<file path="config.mk">
export PLATFORM = sky130hd
export DESIGN_NAME = serdesphy_pma_seq
export DESIGN_NICKNAME = d
export VERILOG_FILES = /design/src/rtl/serdesphy_pma_seq.sv
export SDC_FILE = /design/constraint.sdc
export NUM_CORES = 1
export LEC_CHECK = 0
export ABC_AREA = 0
export CAP_MARGIN = 0
export CORE_MARGIN = 2
export CORE_UTILIZATION = 44
export CTS_BUF_LIST = sky130_fd_sc_hd__clkbuf_16
export DETAILED_ROUTE_END_ITERATION = 6
export MAX_ROUTING_LAYER = met4
export PLACE_DENSITY = 0.66
export SLEW_MARGIN = 15
export SYNTH_ARGS = -nofsm -noshare
export SYNTH_HDL_FRONTEND = slang
export SYNTH_SLANG_ARGS = --single-unit
</file>
<file path="constraint.sdc">
create_clock -name clk_ref_24m_i -period 3.6 [get_ports clk_ref_24m_i]
set_clock_uncertainty 0.05 [all_clocks]
set_input_delay 0.72 -clock clk_ref_24m_i [delete_from_list [all_inputs] [get_ports clk_ref_24m_i]]
set_output_delay 0.72 -clock clk_ref_24m_i [all_outputs]
set_load 0.05 [all_outputs]
</file>
<file path="src/rtl/serdesphy_pma_seq.sv">
// serdesphy_pma_seq: PMA power-up/down sequencer with PLL lock qualification, relock and sticky fault.
module serdesphy_pma_seq #(
  parameter int ISO_WAIT     = 16,
  parameter int RST_WAIT     = 16,
  parameter int LOCK_TIMEOUT = 4800,
  parameter int LOCK_STABLE  = 64,
  parameter int MAX_RELOCK   = 3
) (
  input  logic       clk_ref_24m_i,
  input  logic       rst_n_i,
  input  logic       seq_enable_i,
  input  logic       pll_bypass_en_i,
  input  logic       pll_lock_raw_i,
  input  logic       pll_vco_ok_i,
  input  logic       pll_cp_ok_i,
  output logic       analog_iso_n_o,
  output logic       analog_reset_n_o,
  output logic       pll_enable_o,
  output logic       pll_reset_n_o,
  output logic       pll_iso_n_o,
  output logic       serializer_enable_o,
  output logic       serializer_reset_n_o,
  output logic       deserializer_enable_o,
  output logic       deserializer_reset_n_o,
  output logic       phy_ready_o,
  output logic       seq_fault_o,
  output logic [1:0] relock_cnt_o,
  output logic [3:0] seq_state_o
);
  typedef enum logic [3:0] {
    S_OFF, S_ISO, S_ARST, S_PLLEN, S_PLLRST, S_WAIT, S_STAB, S_TXRX, S_READY, S_FAULT
  } state_t;
  state_t      state_q, state_d;
  logic [15:0] cnt_q, cnt_d;
  logic [1:0]  relock_q, relock_d;
  logic [2:0]  s1_q, s2_q;
  logic [10:0] out_q, out_d;
  logic        lock_s, all_ok, z;
  assign lock_s = s2_q[0];
  assign all_ok = &s2_q;
  assign z      = cnt_q == 16'd0;
  function automatic logic [15:0] dwell(state_t s);
    return s == S_ISO ? 16'(ISO_WAIT - 1) :
           (s == S_ARST || s == S_PLLEN || s == S_TXRX) ? 16'(RST_WAIT - 1) :
           s == S_WAIT ? 16'(LOCK_TIMEOUT - 1) :
           s == S_STAB ? 16'(LOCK_STABLE - 1) : 16'd0;
  endfunction
  always_comb begin
    state_d  = state_q;
    relock_d = relock_q;
    if (state_q != S_OFF && !seq_enable_i) begin
      state_d  = S_OFF;
      relock_d = 2'd0;
    end else begin
      case (state_q)
        S_OFF:    state_d = seq_enable_i ? S_ISO : S_OFF;
        S_ISO:    state_d = z ? S_ARST : S_ISO;
        S_ARST:   state_d = z ? S_PLLEN : S_ARST;
        S_PLLEN:  state_d = z ? S_PLLRST : S_PLLEN;
        S_PLLRST: state_d = pll_bypass_en_i ? S_TXRX : S_WAIT;
        S_WAIT:   state_d = all_ok ? S_STAB : z ? S_FAULT : S_WAIT;
        S_STAB:   state_d = !lock_s ? S_WAIT : z ? S_TXRX : S_STAB;
        S_TXRX:   state_d = z ? S_READY : S_TXRX;
        S_READY:
          if (!lock_s && !pll_bypass_en_i) begin
            state_d  = int'(relock_q) < MAX_RELOCK ? S_PLLEN : S_FAULT;
            relock_d = relock_q == 2'd3 ? 2'd3 : relock_q + 2'd1;
          end
        S_FAULT:  state_d = S_FAULT;
        default:  state_d = S_OFF;
      endcase
    end
    cnt_d = state_d != state_q ? dwell(state_d) : z ? 16'd0 : cnt_q - 16'd1;
  end
  // Bit order: iso, arst, pll_en, pll_rst, pll_iso, ser_en, ser_rst, des_en, des_rst, ready, fault
  always_comb begin
    out_d     = '0;
    out_d[10] = state_q >= S_ISO && state_q <= S_READY;
    out_d[9]  = state_q >= S_ARST && state_q <= S_READY;
    out_d[8]  = state_q >= S_PLLEN && state_q <= S_READY;
    out_d[7]  = state_q >= S_PLLRST && state_q <= S_READY;
    out_d[6]  = out_d[10];
    out_d[5]  = state_q == S_TXRX || state_q == S_READY;
    out_d[4]  = state_q == S_READY;
    out_d[3]  = out_d[5];
    out_d[2]  = out_d[4];
    out_d[1]  = out_d[4];
    out_d[0]  = state_q == S_FAULT;
  end
  always_ff @(posedge clk_ref_24m_i) begin
    if (!rst_n_i) begin
      state_q  <= S_OFF;
      cnt_q    <= '0;
      relock_q <= '0;
      s1_q     <= '0;
      s2_q     <= '0;
      out_q    <= '0;
    end else begin
      state_q  <= state_d;
      cnt_q    <= cnt_d;
      relock_q <= relock_d;
      s1_q     <= {pll_cp_ok_i, pll_vco_ok_i, pll_lock_raw_i};
      s2_q     <= s1_q;
      out_q    <= out_d;
    end
  end
  assign {analog_iso_n_o, analog_reset_n_o, pll_enable_o, pll_reset_n_o, pll_iso_n_o,
          serializer_enable_o, serializer_reset_n_o, deserializer_enable_o,
          deserializer_reset_n_o, phy_ready_o, seq_fault_o} = out_q;
  assign relock_cnt_o = relock_q;
  assign seq_state_o  = state_q;
endmodule
</file>
==> results by group <==
Drt
  • Post-route ant nets: 0
  • WL/cell: 13.46 um
  • Drt drc: 0
  • Via Count: 1,509
  • Routed WL: 3.661 mm
  • Drt pass-1 iters: 5
  • Drt initial violations: 60
  • Drt via density: 5.548

Power
  • Worst vdd ir: ~0.00042 V
  • Cell Pwr Density: 862.1 nW/um2
  • Static leakage: 0.7985 nW

STA
  • Max Fclk: a little over 300 MHz
  • RSZ-0062 raised after global routing: no
  • Fin. Hold Viols: 0
  • Final min period: 3256 ps
  • Worst rel slew slack: 0.5885
  • Final setup fails: 0
  • Slew @ Worst Pin: slightly above 600 ps
  • Setup TNS: 0 ps
  • Final Slew Violations: 0
  • Final Cycle Share: 0.9045

Critical path
  • Max incr delay on CP: roughly 530 ps
  • Crit-path slowest cell: or4_4
  • Most common cell on crit path: or4_4
  • CP Launch Type: flop
  • Arr. time, crit path: 3340 ps
  • FF-to-FF Start: cnt_q[0]
  • Worst Setup SP: cnt_q[0]
  • Crit path required time: 3680 ps
  • Worst path bufs/invs: 1
  • Crit-path cells: inv_1 > ha_1 > or4b_1 > or4_4 > or4_4 > and3_4 > nor4_4 > or2_1 > o32ai_1
  • Maximum fanout along the worst path: 9
  • Crit end category: flop
  • Setup CP Type: reg -> reg
  • CP top delay family: simple AND/OR/NAND/NOR gates

Yosys
  • Post-synth ARST share: 0
  • Ys Warns: 0
  • Most common cell in the synthesized netlist: dfxtp_1
  • Post-synth top area share: 0.3812
  • Post-synth EDFFs: 0
  • Post-Syn Area: 1838 um2
  • Synth cell count leaders: dfxtp_1, nor2_1, nand2_1
  • Mapped Cells: 206
  • Seq cells post-synth: 35
  • Synth area leaders: dfxtp_1, o32ai_1, xnor2_1, nor2_1, a21oi_1
  • Synth cell types: 51
  • Synth area leader: dfxtp_1
  • Syn avg cell area: 8.922 um2
  • Syn Nets: 215
  • Post-synthesis sequential area ratio: 0.3812
  • Most used DFF post-synth: dfxtp_1

Clock tree
  • Clock Tree Root: clkbuf_16
  • CTS clock-pin slew for the worst setup and hold paths: 50 ps
  • Max clock buf depth: 2
  • Number of clock sinks: 35
  • Num CTS Buffers: 5
  • Cts repair resizes: 0
  • H-Tree Depth: 2
  • Worst skew pair latency: 270 ps
  • Total setup buffers inserted after CTS: 0
  • CTS tree: yes
  • Cts hold-fix bufs: 0

Place
  • Routability cong.: 0.8941
  • Port Buffers: 23
  • Post-DP HPWL: 2.634 mm

Die
  • Core ar.: 4000 um2
  • Placement Rows: 23
  • Initial Util: 0.4595
  • Die height: between 60 and 70 um
  • I/O pin total: 24
  • Chip width: 68.63 um
  • DIE AREA: 4710 um2

Final layout
  • Nets: 230
  • P&R area growth vs syn: 19.67%
  • Layout cells sized above 1: 0.1261
  • Filler Cell Count: 375
  • Diode count: 0
  • Post-layout util: 0.5499

Global routing
  • Global route total overflow: 0
  • Total GRT Usage: 0.1826
  • Vias in the first global route: 1,326
  • Largest net degree at the start of global routing: 21
  • Initial antenna violation count: 0
  • First-pass GRT wire length: 6.279 mm

Min path
  • Hold_sp: s1_q[2]
  • Hold Crit Class: reg -> reg

Outcome
  • Status: complete, no violations

Flow run
  • MaxCap Viol Count: 0
path summary, 6_finish.rpt:
path	endpoint	slack, ps	cells past startpoint
worst max-delay path	cnt_q[4]	340	9
worst min-delay path	s2_q[2]	380	1
worst max register to register	cnt_q[4]	340	9
worst min register to register	s2_q[2]	380	1
logic make-up after synthesis:
| logic type | Yosys count | share of synthesized area |
|---|---|---|
| mux | 1 | 0.005446 |
| simple gates | 90 | 0.2920 |
| fa+ha+maj | 2 | 0.01361 |
| flops | 35 | 0.3812 |
| compound gates | 43 | 0.1756 |
| xor+xnor | 13 | 0.06195 |
| buf+inv | 22 | 0.07011 |
power breakdown:
group / leakage [nW] / switching, mW / internal, mW
Sequential: 0.286 / 0.0909 / 0.454
Clock: 0.0812 / 0.151 / 0.322
Combinational: 0.432 / 0.506 / 0.372
Total: 0.798 / 0.748 / 1.15
layer usage:
layer  wire length, um  share of wire  vias to the layer above  track usage
li1                  -              -                      764            -
met1              1810           0.49                      708       0.2390
met2              1635           0.45                       32       0.2704
met3               163          0.045                        5      0.04058
met4                52          0.014                        0      0.07750
met5                 0              0                        -            -
cell usage in the layout, fill, tap and decap left out, drive strengths merged, types with 2 or more instances in the layout:
cell	instances
o211ai	2
dfxtp	35
clkdlybuf4s50	23
nand2	12
or2	5
nor4	4
xor2	4
or4	7
inv	5
nand2b	7
and2	6
xnor2	9
a31oi	2
nor3	9
buf	2
o21a	4
a21oi	10
clkbuf	5
ha	2
nor2	23
nand3	2
o32ai	10
a211oi	2
or3	2
nor2b	4
o21ai	5
clkinv	2
registers in the layout, summed over array words and instances, names as in the netlist:
signal / cells
cnt_q: 16
out_q: 7
seq_state_o: 4
s1_q: 3
s2_q: 3
relock_cnt_o: 2
metrics by stage:
stage | cell area (um2) | hold WS, ps | power (mW) | cells | setup slack (ps)
2_1_floorplan | 1838 | 361.9 | 1.325 | 206 | 530.6
3_3_place_gp | 2036 | 365.6 | 1.424 | 264 | 259.6
3_5_place_dp | 2036 | 369.3 | 1.424 | 264 | 203.6
4_1_cts | 2200 | 381.7 | 1.905 | 272 | 338.1
5_1_grt | 2200 | 396.8 | 2.028 | 272 | 174.7
6_report | 2200 | 379.5 | 1.896 | 272 | 343.8
area by class of cell:
type                    count  area [um2]  share of cell area
multi-input cells         149        1008              0.4585
flip-flops and latches     35       700.7              0.3185
repair buffers             25       245.2              0.1115
clock buffers               5       125.1             0.05688
well taps                  50       62.56             0.02844
clock inverters             3       38.79             0.01763
inverters                   5       18.77            0.008532
No activity file was read; power rests on OpenSTA's default activity.
